--- src/rtl/hilo_muldiv_ctrl_if.sv ---
// Operation handshake between the execute stage and the HI/LO mul/div unit.
// The execute stage is the master; hilo_muldiv_ctrl is the slave.
interface hilo_muldiv_ctrl_if;
  logic        flush;
  logic        op_valid;
  logic [2:0]  op_code;
  logic [31:0] rs_val;
  logic [31:0] rt_val;
  logic        op_ready;
  logic        stall;
  logic        busy;
  logic        rd_valid;
  logic [31:0] rd_data;
  logic        div_zero;

  modport master (
    output flush, op_valid, op_code, rs_val, rt_val,
    input  op_ready, stall, busy, rd_valid, rd_data, div_zero
  );

  modport slave (
    input  flush, op_valid, op_code, rs_val, rt_val,
    output op_ready, stall, busy, rd_valid, rd_data, div_zero
  );
endinterface

--- src/rtl/hilo_muldiv_ctrl.sv ---
// Multi-cycle multiply/divide sequencer and owner of the HI/LO registers.
// - MULT/MULTU: fixed MUL_LAT-cycle multiply (MUL_LAT legal range 1..8).
// - DIV/DIVU: 32-cycle restoring radix-2 divider followed by a FIX cycle
//   that applies signs and writes HI/LO.
// - MTHI/MTLO/MFHI/MFLO are serviced in IDLE.
// Optional feature macro HILO_BYPASS_EN: MFHI/MFLO are also accepted in the
// completion cycle and read the value being written.
module hilo_muldiv_ctrl #(
  parameter int MUL_LAT = 4
) (
  input  logic             clk,
  input  logic             rst_n,
  hilo_muldiv_ctrl_if.slave bus
);

  localparam logic [2:0] OP_MULT  = 3'd0;
  localparam logic [2:0] OP_MULTU = 3'd1;
  localparam logic [2:0] OP_DIV   = 3'd2;
  localparam logic [2:0] OP_DIVU  = 3'd3;
  localparam logic [2:0] OP_MTHI  = 3'd4;
  localparam logic [2:0] OP_MTLO  = 3'd5;
  localparam logic [2:0] OP_MFHI  = 3'd6;
  localparam logic [2:0] OP_MFLO  = 3'd7;

  typedef enum logic [1:0] {S_IDLE, S_MUL, S_DIV, S_FIX} state_e;

  state_e      state_q, state_d;
  logic [4:0]  cnt_q, cnt_d;
  // opa: multiplicand, or dividend magnitude that shifts into the quotient
  logic [31:0] opa_q, opa_d;
  // opb: multiplier, or divisor magnitude
  logic [31:0] opb_q, opb_d;
  logic [31:0] rem_q, rem_d;
  logic        sgn_q, sgn_d;    // signed multiply
  logic        qneg_q, qneg_d;  // negate quotient in FIX
  logic        rneg_q, rneg_d;  // negate remainder in FIX
  logic [31:0] hi_q, hi_d;
  logic [31:0] lo_q, lo_d;

  logic        is_mf, accept, complete, wr_en;
  logic [63:0] mul_a, mul_b, prod;
  logic [32:0] div_trial;
  logic        qbit;
  logic [31:0] rs_abs, rt_abs;
  logic [31:0] new_hi, new_lo;

  // Datapath: product of latched operands, divider trial subtract, FIX result
  always_comb begin
    mul_a     = {{32{sgn_q & opa_q[31]}}, opa_q};
    mul_b     = {{32{sgn_q & opb_q[31]}}, opb_q};
    prod      = mul_a * mul_b;
    // Remainder < divisor, so the shifted partial remainder minus the divisor
    // fits in 33 bits and bit 32 is the borrow.
    div_trial = {rem_q, opa_q[31]} - {1'b0, opb_q};
    qbit      = ~div_trial[32];
    rs_abs    = (bus.op_code == OP_DIV && bus.rs_val[31]) ? -bus.rs_val : bus.rs_val;
    rt_abs    = (bus.op_code == OP_DIV && bus.rt_val[31]) ? -bus.rt_val : bus.rt_val;
    if (state_q == S_FIX) begin
      new_lo = qneg_q ? -opa_q : opa_q;
      new_hi = rneg_q ? -rem_q : rem_q;
    end else begin
      new_lo = prod[31:0];
      new_hi = prod[63:32];
    end
  end

  // Handshake and result outputs
  always_comb begin
    is_mf    = (bus.op_code == OP_MFHI) || (bus.op_code == OP_MFLO);
    complete = ((state_q == S_MUL) && (cnt_q == 5'd0)) || (state_q == S_FIX);
    wr_en    = complete & ~bus.flush;
`ifdef HILO_BYPASS_EN
    bus.op_ready = (state_q == S_IDLE) || (complete && is_mf);
`else
    bus.op_ready = (state_q == S_IDLE);
`endif
    accept       = bus.op_valid & bus.op_ready & ~bus.flush;
    bus.stall    = bus.op_valid & ~bus.op_ready & ~bus.flush;
    bus.busy     = (state_q != S_IDLE);
    bus.rd_valid = accept & is_mf;
    bus.div_zero = accept && (bus.op_code == OP_DIV || bus.op_code == OP_DIVU)
                   && (bus.rt_val == 32'd0);
`ifdef HILO_BYPASS_EN
    if (complete)
      bus.rd_data = (bus.op_code == OP_MFHI) ? new_hi : new_lo;
    else
      bus.rd_data = (bus.op_code == OP_MFHI) ? hi_q : lo_q;
`else
    bus.rd_data = (bus.op_code == OP_MFHI) ? hi_q : lo_q;
`endif
  end

  // Next-state: sequencing FSM, divider iteration, HI/LO writes
  always_comb begin
    state_d = state_q;
    cnt_d   = cnt_q;
    opa_d   = opa_q;
    opb_d   = opb_q;
    rem_d   = rem_q;
    sgn_d   = sgn_q;
    qneg_d  = qneg_q;
    rneg_d  = rneg_q;
    hi_d    = hi_q;
    lo_d    = lo_q;

    case (state_q)
      S_IDLE: begin
        if (accept) begin
          case (bus.op_code)
            OP_MULT, OP_MULTU: begin
              opa_d   = bus.rs_val;
              opb_d   = bus.rt_val;
              sgn_d   = (bus.op_code == OP_MULT);
              cnt_d   = 5'(MUL_LAT - 1);
              state_d = S_MUL;
            end
            OP_DIV, OP_DIVU: begin
              if (bus.rt_val == 32'd0) begin
                // FIX then writes LO=all ones, HI=dividend unchanged
                opa_d  = 32'hFFFF_FFFF;
                rem_d  = bus.rs_val;
                qneg_d = 1'b0;
                rneg_d = 1'b0;
                state_d = S_FIX;
              end else begin
                opa_d  = rs_abs;
                opb_d  = rt_abs;
                rem_d  = 32'd0;
                qneg_d = (bus.op_code == OP_DIV) & (bus.rs_val[31] ^ bus.rt_val[31]);
                rneg_d = (bus.op_code == OP_DIV) & bus.rs_val[31];
                cnt_d  = 5'd31;
                state_d = S_DIV;
              end
            end
            OP_MTHI: hi_d = bus.rs_val;
            OP_MTLO: lo_d = bus.rs_val;
            default: ;
          endcase
        end
      end
      S_MUL: begin
        if (cnt_q == 5'd0) state_d = S_IDLE;
        else               cnt_d   = cnt_q - 5'd1;
      end
      S_DIV: begin
        rem_d = qbit ? div_trial[31:0] : {rem_q[30:0], opa_q[31]};
        opa_d = {opa_q[30:0], qbit};
        if (cnt_q == 5'd0) state_d = S_FIX;
        else               cnt_d   = cnt_q - 5'd1;
      end
      S_FIX: state_d = S_IDLE;
      default: state_d = S_IDLE;
    endcase

    if (wr_en) begin
      hi_d = new_hi;
      lo_d = new_lo;
    end

    if (bus.flush) state_d = S_IDLE;
  end

  // State register; synchronous active-low reset discards any in-flight op
  always_ff @(posedge clk) begin
    if (!rst_n) begin
      state_q <= S_IDLE;
      cnt_q   <= '0;
      opa_q   <= '0;
      opb_q   <= '0;
      rem_q   <= '0;
      sgn_q   <= 1'b0;
      qneg_q  <= 1'b0;
      rneg_q  <= 1'b0;
      hi_q    <= '0;
      lo_q    <= '0;
    end else begin
      state_q <= state_d;
      cnt_q   <= cnt_d;
      opa_q   <= opa_d;
      opb_q   <= opb_d;
      rem_q   <= rem_d;
      sgn_q   <= sgn_d;
      qneg_q  <= qneg_d;
      rneg_q  <= rneg_d;
      hi_q    <= hi_d;
      lo_q    <= lo_d;
    end
  end

endmodule
--- src/flat_wrapper.sv ---
// flat-port wrapper written by rule: the top's interface ports become plain ports
module hilo_muldiv_ctrl_flat 
#(
  parameter int MUL_LAT = 4
)
  (clk, rst_n, bus_flush, bus_op_valid, bus_op_code, bus_rs_val, bus_rt_val, bus_op_ready, bus_stall, bus_busy, bus_rd_valid, bus_rd_data, bus_div_zero);
  hilo_muldiv_ctrl_if bus_i ();
  input  logic clk;
  input  logic rst_n;
  input wire logic [$bits(bus_i.flush)-1:0] bus_flush;
  input wire logic [$bits(bus_i.op_valid)-1:0] bus_op_valid;
  input wire logic [$bits(bus_i.op_code)-1:0] bus_op_code;
  input wire logic [$bits(bus_i.rs_val)-1:0] bus_rs_val;
  input wire logic [$bits(bus_i.rt_val)-1:0] bus_rt_val;
  output wire logic [$bits(bus_i.op_ready)-1:0] bus_op_ready;
  output wire logic [$bits(bus_i.stall)-1:0] bus_stall;
  output wire logic [$bits(bus_i.busy)-1:0] bus_busy;
  output wire logic [$bits(bus_i.rd_valid)-1:0] bus_rd_valid;
  output wire logic [$bits(bus_i.rd_data)-1:0] bus_rd_data;
  output wire logic [$bits(bus_i.div_zero)-1:0] bus_div_zero;
  assign bus_i.flush = bus_flush;
  assign bus_i.op_valid = bus_op_valid;
  assign bus_i.op_code = bus_op_code;
  assign bus_i.rs_val = bus_rs_val;
  assign bus_i.rt_val = bus_rt_val;
  assign bus_op_ready = bus_i.op_ready;
  assign bus_stall = bus_i.stall;
  assign bus_busy = bus_i.busy;
  assign bus_rd_valid = bus_i.rd_valid;
  assign bus_rd_data = bus_i.rd_data;
  assign bus_div_zero = bus_i.div_zero;
  hilo_muldiv_ctrl #(.MUL_LAT(MUL_LAT)) u_core (.clk(clk), .rst_n(rst_n), .bus(bus_i));
endmodule
--- config.mk ---
export PLATFORM = sky130hd
export DESIGN_NAME = hilo_muldiv_ctrl_flat
export DESIGN_NICKNAME = d
export VERILOG_FILES = /design/src/rtl/hilo_muldiv_ctrl_if.sv /design/src/rtl/hilo_muldiv_ctrl.sv /design/src/flat_wrapper.sv
export SDC_FILE = /design/constraint.sdc
export NUM_CORES = 2
export LEC_CHECK = 0
export BUFFER_PORTS_ARGS = -buffer_cell sky130_fd_sc_hd__buf_2
export CORE_MARGIN = 10
export CORE_UTILIZATION = 57
export CTS_CLUSTER_SIZE = 12
export DETAILED_ROUTE_END_ITERATION = 8
export MAX_ROUTING_LAYER = met4
export PLACE_DENSITY_LB_ADDON = 0.15
export SLEW_MARGIN = 10
export SYNTH_ARGS = -nofsm -noshare
export SYNTH_HDL_FRONTEND = slang
export SYNTH_SLANG_ARGS = --single-unit
--- constraint.sdc ---
create_clock -name clk -period 10 [get_ports clk]
set_input_delay 2 -clock clk [delete_from_list [all_inputs] [get_ports clk]]
set_output_delay 2 -clock clk [all_outputs]
set_load 0.01 [all_outputs]
---- After elaboration in Yosys (flattened, before gate mapping) ----
Cells that the tools add are included.
cells by class
  divide/modulo/power cells ............... 0
  reduce and logical (&&, ||, !) cells .... 33
  bitwise gates (word level) .............. 15
  equality and inequality tests ........... 18
  mux-type cells .......................... 39
  $mul .................................... 1
  shifts and indexed selects .............. 0
  add/sub/neg operators ................... 6
  order comparisons ....................... 0
operator list
  operator                                                               count
  32-bit 2-to-1 mux                                                      22
  32-bit case mux with 2 select lines                                    4
  32-bit negation                                                        4
  33-bit by 33-bit multiplier with 64-bit output                         1
  33-bit by 32-bit subtractor with 33-bit output                         1
  32-bit logical NOT                                                     1
  5-bit case mux with 2 select lines                                     2
  3-bit AND reduction                                                    6
  2-bit nonzero test                                                     8
  5-bit 2-to-1 mux                                                       3
  3-bit equality test, second input constant                             4
  1-bit AND                                                              10
  2-bit case mux with 4 select lines                                     1
  4-bit AND reduction                                                    2
  2-bit OR reduction                                                     4
  3-bit by 2-bit equality test with 1-bit output, second input constant  2
  2-bit 2-to-1 mux                                                       3
  2-bit by 1-bit != test with 1-bit output, second input constant        3
  2-bit != test, second input constant                                   3
  1-bit logical AND                                                      5
  5-bit logical NOT                                                      1
  5-bit AND reduction                                                    1
  5-bit by 1-bit subtractor with 5-bit output, second input constant     1
  2-bit equality test, second input constant                             2
  other kinds (11)                                                       18
word-level totals
  bits in registers ....................... 170
  input bits .............................. 71
  bits in latches ......................... 0
  logic and storage cells ................. 122
  memories kept ........................... 0
  memory bits (writable) .................. 0
  bits in read-only memories .............. 0
  output and inout port bits .............. 37

---- Logic depth before layout (Yosys ltp) ----
  depth in word-level cells ............... 7
  depth in mapped cells ................... 30
  gate-level depth less buffers ........... 27

---- Least setup slack after synthesis ----
No wires, ideal clock.
  kind .................................... flip-flop to flip-flop
  start ................................... register u_core.sgn_q
  end ..................................... register u_core.hi_q[27]
  buffers on the path ..................... 3
  data arrival time ....................... 7.912 ns
  setup slack ............................. 1.955 ns
  cell stages (with the launch flop) ...... 31
  setup time .............................. 0.132 ns
  required time ........................... 9.868 ns
  clock period less this slack ............ 8.045 ns
  cell sequence ........................... dfxtp_1 -> clkbuf_1 -> and2_1 -> clkbuf_1 -> nand2_1 -> inv_1 -> fa_1 -> inv_1 -> fa_1 -> inv_1 -> fa_1 -> fa_1 -> inv_1 -> fa_1 -> inv_1 -> fa_1 -> inv_1 -> fa_1 -> fa_1 -> inv_1 -> ha_1 -> clkbuf_1 -> and3_1 -> nand4_1 -> nor3_1 -> nand3_1 -> a2bb2oi_1 -> a41o_1 -> o211a_1 -> o21ai_0 -> a21oi_1
on the way
  longest elaborated chain between the ends .. 4
  elaborated cells between the ends (all ways) .. 5
  those cells by class .................... 1 x mul; 2 x mux; 2 x bitwise
RTL lines
  element                                           RTL line                                        text
  start: declaration                                hilo_muldiv_ctrl.sv:34                          logic sgn_q, sgn_d;
  start signal: assignment                          hilo_muldiv_ctrl.sv:182                         sgn_q <= sgn_d;
  1-bit AND, on equally long branches               hilo_muldiv_ctrl.sv:49, hilo_muldiv_ctrl.sv:50
  33-bit by 33-bit multiplier with 64-bit output *  hilo_muldiv_ctrl.sv:51                          prod = mul_a * mul_b;
  32-bit 2-to-1 mux *                               hilo_muldiv_ctrl.sv:58                          if (state_q == S_FIX) begin
  32-bit 2-to-1 mux *                               hilo_muldiv_ctrl.sv:155                         if (wr_en) begin
  end signal: assignment                            hilo_muldiv_ctrl.sv:185                         hi_q <= hi_d;
  end: declaration                                  hilo_muldiv_ctrl.sv:37                          logic [31:0] hi_q, hi_d;
Mark *: on every way between the ends. The rest lies on a longest branch, timed or not.
A chain may end at the register's enable or synchronous reset.

---- Worst setup path after layout ----
  start ................................... register u_core.opa_q[31]
  end ..................................... register u_core.hi_q[27]
on the way
  longest elaborated chain between the ends .. 4
RTL lines
  element                                           RTL line                 text
  start: declaration                                hilo_muldiv_ctrl.sv:30   logic [31:0] opa_q, opa_d;
  start signal: assignment                          hilo_muldiv_ctrl.sv:179  opa_q <= opa_d;
  1-bit AND                                         hilo_muldiv_ctrl.sv:49   mul_a = {{32{sgn_q & opa_q[31]}}, opa_q};
  33-bit by 33-bit multiplier with 64-bit output *  hilo_muldiv_ctrl.sv:51
  32-bit 2-to-1 mux *                               hilo_muldiv_ctrl.sv:58
  32-bit 2-to-1 mux *                               hilo_muldiv_ctrl.sv:155
Marks and branches as above.

==> run metrics <==
crit path max fanout=41; global-route usage over all layers=35.34%; Avg Inst Size Synth=8.554 um^2; Synth-to-Final Area Change=4.506%; flop-to-flop setup slack=1.15 ns; largest cells by area after synthesis=fa_1, inv_1, dfxtp_1, nand2_1, ha_1; Slew Viols, Final=0; P_sw=1.279 mW; Clock Sinks=170; row cnt=109; nets=7282; Yosys top cell by area=fa_1; Fin. Hold Viols=0; maximum vdd drop=125.7 uV; antenna violation net count after detailed routing=0; largest net degree at the start of global routing=73; Rel. slew slack=18.58%; max_cap viols=0; Primary FF master, synth=dfxtp_1; 1st-iter DRT viols=4097; Sum Neg Setup Slack=0 ns; post-CTS setup buffers=0; number of synthesized flops with an enable pin=0; Data required, critical path=10.34 ns; internal power=1.446 mW; Chip Width=318.7 um; Final WS setup=1.148 ns; Mapped Area=0.05085 mm^2; part of the power in registers=28.4%; CTS clk-pin slew, worst paths=0.09 ns; Worst Path Buf+Inv=5; HP Class=reg2reg; Distinct cells, synth=77; Clk pwr share=a little over a quarter; Setup CP Type=reg2reg; critical path arrival=9.19 ns; initial antenna violation count=9; Switching Share=46.94%; CTS buffer count=17; worst slew pin tran=between 1 and 1.5 ns; drt wl/cell=24.51 um; Vias=42040; DRC=0; I/O pin cnt=~110; Initial Utilization=57.44%; Post-CTS Resized=0; layout cell share with drive strength beyond 1=6.315%; CP max stage cell=fa_1; placed cell count=6977; H-tree depth=4; Tmin final=8.852 ns; clk_skew=about 0.021 ns; Worst path max stage delay=0.63 ns; routed vias/inst=roughly 6.0; Final period util=88.52%; post-synthesis register bit count=170; combinational power share=45.1%; TritonCTS clock tree=done; outcome=finished clean; core area=0.08851 mm^2; clock latency on the worst-skew pair=0.50 ns; worst-path cell chain=buf_4, and3_1, fa_1, fa_1, fa_1, inv_1, fa_1, inv_1, fa_1, fa_1, fa_1, inv_1, fa_1, inv_1, ha_1, nand2_1, nor3_1, nand3_1, o21ai_0, a2bb2oi_1, a41o_1, o211a_1, o21ai_0, a21oi_1; CP endpoint kind=flop; most frequent CP cell=fa_1; largest delay contributor family on the critical path=adder cells; Mapped Cells=approximately 5900; power density over cell area=51.29 mW/mm^2; non-filler cells, final=7016; global route overflow=0; Synth warnings=0; first-pass GRT wire length=266.9 mm; CTS Root Buffer Type=clkbuf_16; Place WS=between 1 and 1.5 ns; hpwl dp=138.6 mm; Async S/R FF share, synth=0%; CTS max path bufs=2; Critical Path Start Type=flop; Die Span Y=318.7 um; unrepaired setup endpoints after global routing=no; total routed wirelength=172.0 mm; Setup violations, final=0; vias in the first global route=44100; post-synth top area share=44.33%; Placer Congestion=between 1 and 1.5; Lkg Pwr=25.12 nW; Max Clk Rate=between 100 and 150 MHz; register area share after synthesis=6.693%; die area=0.1015 mm^2; Final Util=60.03%; Synth Net Count=7395; CTS Hold Buffers Added=0; first-pass detailed-route iteration total=8; PortBufs=107
[layer usage]
metal,track usage (%),vias to the layer above,part of all wire (%)
met5,-,-,0
met4,16.09,0,5.5
li1,-,18050,-
met3,6.992,458,9.3
met2,55.74,2194,47
met1,43.77,21340,39
[through the flow]
stage	power (mW)	instance area, um^2	hold slack (ns)
floorplan	1.511	50850	0.4436
global placement	1.970	52540	0.4618
detailed placement	1.975	52540	0.4771
CTS	2.689	53120	0.4866
global route	2.839	53130	0.5146
finish	2.725	53140	0.4910
[synth_stat cells (20+ instances only)]
library cell / n
inv_1: 1163
fa_1: 1126
nand2_1: 867
clkbuf_1: 325
nor2_1: 303
and2_1: 297
ha_1: 254
a21oi_1: 246
dfxtp_1: 170
o21ai_0: 166
xnor2_1: 131
a211oi_1: 89
xor2_1: 67
mux2_2: 53
nand3_1: 48
mux2i_1: 47
buf_1: 46
a31oi_1: 44
nor3_1: 44
a21o_1: 40
o31ai_1: 36
and3_1: 33
or3_1: 31
nor4_1: 27
nand4_1: 23
a221oi_1: 20
[flip-flops by register name, summed over array words and instances (netlist names)]
| register | flops |
|---|---|
| u_core.opb_q | 32 |
| u_core.qneg_q | 1 |
| u_core.hi_q | 32 |
| u_core.state_q | 2 |
| u_core.lo_q | 32 |
| u_core.cnt_q | 5 |
| u_core.sgn_q | 1 |
| u_core.opa_q | 32 |
| u_core.rneg_q | 1 |
| u_core.rem_q | 32 |
[area by class of cell]
class	count	area, um^2
diodes	8	20.02
clock buffers	17	425.4
clock inverters	14	151.4
fillers	8027	35380
inverters	1169	4389
multi-input cells	4225	41660
flip-flops and latches	170	3406
well taps	1165	1458
repair buffers	248	1632
[power by group through the flow]
stage               sequential [mW]  combinational, mW  clock, mW
global placement              0.784               1.19          0
global route                  0.774               1.32      0.747
CTS                           0.768               1.20      0.724
finish                        0.773               1.23      0.723
floorplan                     0.735              0.776          0
detailed placement            0.784               1.19          0
[cell families (layout without fill, tap and decap cells)]
group,Yosys count,in the layout,synth area share (%)
compound gates,792,792,9.944
other cells,0,8,0
fa+ha+maj,1380,1380,50.58
mux,100,100,2.099
buf+inv,1549,1448,11.46
xor+xnor,198,198,3.411
simple gates,1755,1755,15.81
flops,170,170,6.693
[layout by cell type, fill, tap and decap left out, types with 8 or more instances in the layout]
cell type     n
dfxtp_1     168
o21bai_1     10
nand2_1     867
mux2_2       53
nand2b_1     17
and3_1       33
buf_2       107
fa_1       1126
o221ai_1     13
diode_2       8
or3_1        31
a21oi_1     243
o21a_1       16
nand4_1      23
xnor2_1     131
a21o_1       40
xor2_1       67
nor4_1       27
nand3_1      48
a311oi_1     10
a221oi_1     20
clkbuf_16    17
and2_1      297
nor2b_1      16
a211o_1       8
or2_2         8
ha_1        252
nor3_1       43
o21ai_0     166
nor2_1      302
mux2i_1      47
o31ai_1      36
a211oi_1     89
inv_1      1162
or4_1        12
o211ai_1     13
buf_4       138
o41ai_1      16
o22ai_1       9
a31oi_1      44
[tightest hold or removal path: cells and delay by family, from the launching register on]
| family | cells | cell delay (ns) |
|---|---|---|
| and+or+nand+nor | 1 | 0.06 |
| DFF | 1 | 0.32 |
| AOI/OAI and AO/OA | 1 | 0.06 |
[path summary, 6_finish.rpt]
kind                           to  depth (start not counted)             start
hold reg to reg   u_core.cnt_q[3]                          2   u_core.cnt_q[3]
setup / recovery  u_core.hi_q[27]                         24  u_core.opa_q[31]
setup reg to reg  u_core.hi_q[27]                         24  u_core.opa_q[31]
hold / removal    u_core.cnt_q[3]                          2   u_core.cnt_q[3]
Note: power is estimated with default switching activity, not from simulation.
